`src/rtl/seq_ripple_adder_if.sv`:
```
// Handshake and data bundle for seq_ripple_adder.
//   master: drives start, a, b, carryIn; observes busy, done, sum, carry, ovf
//   slave : the adder side of the same signals
//   start   request an add (accepted in IDLE or DONE)
//   a, b    WIDTH-bit operands, captured with carryIn on the accepted start
//   busy    high while the add is in progress
//   done    one-cycle pulse; sum/carry/ovf valid from this cycle onward
//   sum     a + b + carryIn mod 2^WIDTH
//   carry   unsigned carry-out of the MSB
//   ovf     signed two's-complement overflow
interface seq_ripple_adder_if #(
  parameter int WIDTH = 8
);
  logic             start;
  logic [WIDTH-1:0] a;
  logic [WIDTH-1:0] b;
  logic             carryIn;
  logic             busy;
  logic             done;
  logic [WIDTH-1:0] sum;
  logic             carry;
  logic             ovf;

  modport master (
    output start, a, b, carryIn,
    input  busy, done, sum, carry, ovf
  );

  modport slave (
    input  start, a, b, carryIn,
    output busy, done, sum, carry, ovf
  );
endinterface

```
`src/rtl/seq_ripple_adder.sv`:
```
// Multi-cycle ripple adder: adds two WIDTH-bit operands plus a carry-in,
// CHUNK bits per clock, through an internal carry register.
//   clk  system clock, rising edge
//   rst  synchronous active-high reset, highest priority
//   bus  seq_ripple_adder_if slave: start/a/b/carryIn in,
//        busy/done/sum/carry/ovf out
//
// state | meaning
// IDLE  | waiting for start
// RUN   | one chunk added per clock, busy = 1
// DONE  | one-cycle done pulse; results just loaded; start accepted here too
module seq_ripple_adder #(
  parameter int WIDTH = 8,
  parameter int CHUNK = 2
) (
  input logic               clk,
  input logic               rst,
  seq_ripple_adder_if.slave bus
);

  localparam int NCHUNK = (CHUNK > 0) ? (WIDTH / CHUNK) : 1;
  localparam int CW     = (NCHUNK > 1) ? $clog2(NCHUNK) : 1;
  localparam logic [CW-1:0] LAST = CW'(NCHUNK - 1);

  generate
    if (WIDTH < 2 || CHUNK < 1 || CHUNK > WIDTH || (WIDTH % CHUNK) != 0) begin : g_bad_param
      $error("seq_ripple_adder: WIDTH must be >= 2 and CHUNK must divide WIDTH");
    end
  endgenerate

  typedef enum logic [1:0] {
    IDLE = 2'd0,
    RUN  = 2'd1,
    DONE = 2'd2
  } state_t;

  state_t           state_q, state_d;
  logic [WIDTH-1:0] a_q, a_d;
  logic [WIDTH-1:0] b_q, b_d;
  logic             cy_q, cy_d;
  logic [CW-1:0]    cnt_q, cnt_d;
  logic [WIDTH-1:0] wsum_q, wsum_d;
  logic [WIDTH-1:0] sum_q, sum_d;
  logic             carry_q, carry_d;
  logic             ovf_q, ovf_d;

  logic             busy, done, accept;
  logic [31:0]      base;
  logic [CHUNK-1:0] ca, cb;
  logic [CHUNK:0]   csum;
  logic [WIDTH-1:0] wsum_nx;

  // Chunk datapath: one CHUNK-bit add with carry per clock. The working sum
  // is a shift register filled from the top, so after NCHUNK steps chunk 0
  // has arrived at the LSB position.
  always_comb begin
    base    = 32'(cnt_q) * 32'(CHUNK);
    ca      = CHUNK'(a_q >> base);
    cb      = CHUNK'(b_q >> base);
    csum    = {1'b0, ca} + {1'b0, cb} + {{CHUNK{1'b0}}, cy_q};
    wsum_nx = WIDTH'({csum[CHUNK-1:0], wsum_q} >> CHUNK);
  end

  always_comb begin
    state_d = state_q;
    a_d     = a_q;
    b_d     = b_q;
    cy_d    = cy_q;
    cnt_d   = cnt_q;
    wsum_d  = wsum_q;
    sum_d   = sum_q;
    carry_d = carry_q;
    ovf_d   = ovf_q;
    busy    = 1'b0;
    done    = 1'b0;
    accept  = 1'b0;

    case (state_q)
      IDLE: begin
        accept = bus.start;
      end
      RUN: begin
        busy   = 1'b1;
        wsum_d = wsum_nx;
        cy_d   = csum[CHUNK];
        cnt_d  = cnt_q + CW'(1);
        if (cnt_q == LAST) begin
          state_d = DONE;
          sum_d   = wsum_nx;
          carry_d = csum[CHUNK];
          ovf_d   = (a_q[WIDTH-1] == b_q[WIDTH-1]) && (wsum_nx[WIDTH-1] != a_q[WIDTH-1]);
        end
      end
      DONE: begin
        done    = 1'b1;
        accept  = bus.start;
        state_d = IDLE;
      end
      default: begin
        state_d = IDLE;
      end
    endcase

    if (accept) begin
      state_d = RUN;
      a_d     = bus.a;
      b_d     = bus.b;
      cy_d    = bus.carryIn;
      cnt_d   = '0;
      wsum_d  = '0;
    end
  end

  always_ff @(posedge clk) begin
    if (rst) begin
      state_q <= IDLE;
      a_q     <= '0;
      b_q     <= '0;
      cy_q    <= 1'b0;
      cnt_q   <= '0;
      wsum_q  <= '0;
      sum_q   <= '0;
      carry_q <= 1'b0;
      ovf_q   <= 1'b0;
    end else begin
      state_q <= state_d;
      a_q     <= a_d;
      b_q     <= b_d;
      cy_q    <= cy_d;
      cnt_q   <= cnt_d;
      wsum_q  <= wsum_d;
      sum_q   <= sum_d;
      carry_q <= carry_d;
      ovf_q   <= ovf_d;
    end
  end

  assign bus.busy  = busy;
  assign bus.done  = done;
  assign bus.sum   = sum_q;
  assign bus.carry = carry_q;
  assign bus.ovf   = ovf_q;

endmodule

```
`src/flat_wrapper.sv`:
```
// flat-port wrapper written by rule: the top's interface ports become plain ports
module seq_ripple_adder_flat 
#(
  parameter int WIDTH = 8,
  parameter int CHUNK = 2
)
  (clk, rst, bus_start, bus_a, bus_b, bus_carryIn, bus_busy, bus_done, bus_sum, bus_carry, bus_ovf);
  seq_ripple_adder_if #(.WIDTH(WIDTH)) bus_i ();
  input logic clk;
  input logic rst;
  input wire logic [$bits(bus_i.start)-1:0] bus_start;
  input wire logic [$bits(bus_i.a)-1:0] bus_a;
  input wire logic [$bits(bus_i.b)-1:0] bus_b;
  input wire logic [$bits(bus_i.carryIn)-1:0] bus_carryIn;
  output wire logic [$bits(bus_i.busy)-1:0] bus_busy;
  output wire logic [$bits(bus_i.done)-1:0] bus_done;
  output wire logic [$bits(bus_i.sum)-1:0] bus_sum;
  output wire logic [$bits(bus_i.carry)-1:0] bus_carry;
  output wire logic [$bits(bus_i.ovf)-1:0] bus_ovf;
  assign bus_i.start = bus_start;
  assign bus_i.a = bus_a;
  assign bus_i.b = bus_b;
  assign bus_i.carryIn = bus_carryIn;
  assign bus_busy = bus_i.busy;
  assign bus_done = bus_i.done;
  assign bus_sum = bus_i.sum;
  assign bus_carry = bus_i.carry;
  assign bus_ovf = bus_i.ovf;
  seq_ripple_adder #(.WIDTH(WIDTH), .CHUNK(CHUNK)) u_core (.clk(clk), .rst(rst), .bus(bus_i));
endmodule
```
`config.mk`:
```
export PLATFORM = sky130hd
export DESIGN_NAME = seq_ripple_adder_flat
export DESIGN_NICKNAME = d
export VERILOG_FILES = /design/src/rtl/seq_ripple_adder_if.sv /design/src/rtl/seq_ripple_adder.sv /design/src/flat_wrapper.sv
export SDC_FILE = /design/constraint.sdc
export NUM_CORES = 1
export LEC_CHECK = 0
export CAP_MARGIN = 20
export CORE_MARGIN = 4
export CORE_UTILIZATION = 45
export DETAILED_ROUTE_END_ITERATION = 8
export PLACE_DENSITY = 0.84
export SLEW_MARGIN = 20
export SYNTH_ARGS = -nofsm -noshare
export SYNTH_HDL_FRONTEND = slang
export SYNTH_SLANG_ARGS = --single-unit
```
`constraint.sdc`:
```
create_clock -name clk -period 2.4 [get_ports clk]
set_input_delay 0.48 -clock clk [delete_from_list [all_inputs] [get_ports clk]]
set_output_delay 0.48 -clock clk [all_outputs]
set_load 0.005 [all_outputs]
```
==> results.cfg <==
[run_status]
outcome = finished clean

[setup_path]
crit_chain = mux4_2, inv_1, fa_1, fa_1, or3_1, a311oi_1
slowest_delay_ns = 0.47
arrival_ns = 2.52
cp_data_required_time_ns = 2.65
crit_type = register to register
critical_path_buf_inv_count = 1
worst_path_most_repeated_cell = fa_1
critPathCaptureType = register
cp_slowest_cell = fa_1
cp-start-kind = register
cp_top_family = adder cells
crit_fanout = 4

[pwr]
p_total_uw = 1110
leakage_uw = 0.000657
power_density_nw_per_um2 = 585
peakVddDrop_v = 0.000413

[sta]
fmax_mhz = 441
finalSetupViolCount = 0
relSlewSlack_pct = 64.5
whs_ns = 0.461
worst_pin_slew_ns = 0.532
grt_setup_unrepaired = no
hold_viol_final = 0
finalCritPeriodShare_pct = 94.5
fin_setup_tns_ns = 0
finClkSkew_ns = 0.0182
slew_viol_final = 0
layout_min_cycle_time_ns = 2.27

[global_route]
grt_antenna_before_repair = 0
grt_pass1_vias = 1194
grt_pass1_wl_mm = 5.14
gr-total-overflow = 0
grt.total_usage_pct = 15.3
grt_max_degree = 29

[drt]
dr_total_vias = 1240
dr.pass1.iters = 4
drtIter0Drc = 74
wl_per_cell_um = 12.2
route.detailed.drc = 0
ant_nets = 0
vias_per_cell = 5.00
drt-total-wl_mm = 3.03

[layout]
drive_gt1_share_pct = 12.7
area_growth_pct = 24.5
final_cells = 248
antenna_cells = 0
nNetsFinal = 226
num-fill-cells = 290
seq_area_um2 = 743
multi_input_area_um2 = 687

[placement]
port_buffers = 31
place_congestion = 0.766
dp.cells = 240
dp_hpwl_mm = 2.31

[worst_hold_path]
hold_path_class = register to register

[clock_network]
cts_hold_buf = 0
clockBufferDepth = 2
cts_buffers = 5
post_cts_buffers = 0
cts_root_buf = clkbuf_4
clkSinkCount = 37
htree_levels = 2
clk_latency_ns = 0.35
cts_tree = yes
clk_pin_slew_ns = 0.12

[floorplan]
core_area_um2 = 3150
die_width_um = 66.3
pin_count = 32
initial_utilization_pct = 48.6
die_height_um = 66.3
die_area_um2 = 4400
rows = 20

[synthesis]
synthCells = 172
yosysSeqAreaShare_pct = 48.4
yosys_warnings = 0
synth.distinct_cells = 26
synth_top_area_cell = dfxtp_1
ys_seq_elements = 37
synth_edf_count = 0
async_flop_share_pct = 0
synth_area_um2 = 1530
ys.flop_type = dfxtp_1
synth_area_leaders = dfxtp_1 (48%), nand2_1 (13%), a21oi_1 (8.8%)
synth_top_area_share_pct = 48.4
syn_avg_cell_area_um2 = 8.90
syn-num-nets = 195

[run]
maxCapViolCount = 0
logic make-up (layout without fill, tap and decap cells):
kind of cell	after synthesis	count (layout)	share of synthesized area, %
and+or+nand+nor	74	74	20.0
AOI/OAI and AO/OA	35	35	15.0
DFF	37	37	48.4
adders and majority gates	3	3	3.43
muxes	4	4	5.88
buffers and inverters	18	50	6.78
xor gates and xnor gates	1	1	0.572
registers in the layout, indices dropped and copies added, names as in the netlist:
name / cells
u_core.a_q: 8
u_core.b_q: 8
u_core.bus.sum: 8
u_core.wsum_q: 6
u_core.cnt_q: 2
u_core.state_q: 2
u_core.bus.carry: 1
u_core.bus.ovf: 1
u_core.cy_q: 1
layout by cell type (no fill, tap or decap):
| cell | instances |
|---|---|
| clkdlybuf4s50_1 | 31 |
| ha_1 | 1 |
| nand2b_2 | 1 |
| and3b_1 | 1 |
| nor2_1 | 10 |
| buf_4 | 5 |
| a2111oi_2 | 1 |
| clkinv_2 | 2 |
| or3_1 | 1 |
| dfxtp_1 | 35 |
| clkbuf_1 | 1 |
| nor3_1 | 1 |
| nand2b_1 | 2 |
| dfxtp_2 | 2 |
| nand2_1 | 54 |
| a211oi_2 | 5 |
| nor2b_1 | 2 |
| o21a_1 | 1 |
| clkbuf_4 | 5 |
| inv_2 | 1 |
| nand3b_1 | 1 |
| nand3_1 | 1 |
| xnor2_1 | 1 |
| inv_1 | 5 |
| a311oi_1 | 1 |
| mux4_2 | 4 |
| fa_1 | 2 |
| a21oi_1 | 27 |
metal layers:
metal | track usage [%] | vias up | routed length, um
li1 | - | 633 | -
met1 | 18.0 | 570 | 1330
met2 | 25.7 | 30 | 1460
met3 | 4.25 | 7 | 182
met4 | 6.60 | 0 | 56
met5 | 0 | - | 0
synth_stat cells (2+ instances only):
cell type  count
mux4_2         4
nor2_1        10
nor2b_1        2
buf_4          2
buf_2          5
nand2b_1       2
buf_6          3
a21oi_1       27
nand2_1       54
clkbuf_1       2
inv_1          5
fa_1           2
a211oi_2       5
dfxtp_1       37
area by class of cell:
type                    instances  area share [%]
clock buffers                   6            2.17
clock inverters                 2           0.525
inverters                       6            1.18
multi-input cells             117            36.0
flip-flops and latches         37            39.0
well taps                      44            2.89
repair buffers                 36            18.2
worst paths after layout:
check | from | to | slack, ns | cells after the start
worst max-delay path | u_core.cnt_q[0] | u_core.bus.ovf | 0.13 | 6
worst min-delay path | u_core.bus.sum[1] | u_core.bus.sum[1] | 0.46 | 2
worst max register to register | u_core.cnt_q[0] | u_core.bus.ovf | 0.13 | 6
worst min register to register | u_core.bus.sum[1] | u_core.bus.sum[1] | 0.46 | 2
power breakdown:
part           switching [uW]  internal, uW
Sequential               18.3           638
Clock                     194           111
Combinational            74.7          78.8
stage by stage:
| stage | instance area (um^2) | util [%] | setup WS (ns) |
|---|---|---|---|
| 2_1_floorplan | 1530 | - | 0.0169 |
| 3_3_place_gp | 1850 | 58.8 | 0.141 |
| 3_5_place_dp | 1850 | 58.8 | 0.0637 |
| 4_1_cts | 1900 | 60.4 | 0.0431 |
| 5_1_grt | 1910 | 60.5 | 0.0115 |
| 6_report | 1910 | 60.5 | 0.133 |
what timing repair did:
action / CTS / global route
resized for setup: 0 / 2
endpoints found under the setup margin: 0 / 1
endpoints found under the hold margin: 0 / 0
worst min-delay path: cells and delay by family (launching register included):
kind               cells  cell delay, ns
and+or+nand+nor        1            0.05
AOI/OAI and AO/OA      1            0.05
DFF                    1            0.33
Power figures use the tool's default switching activity.
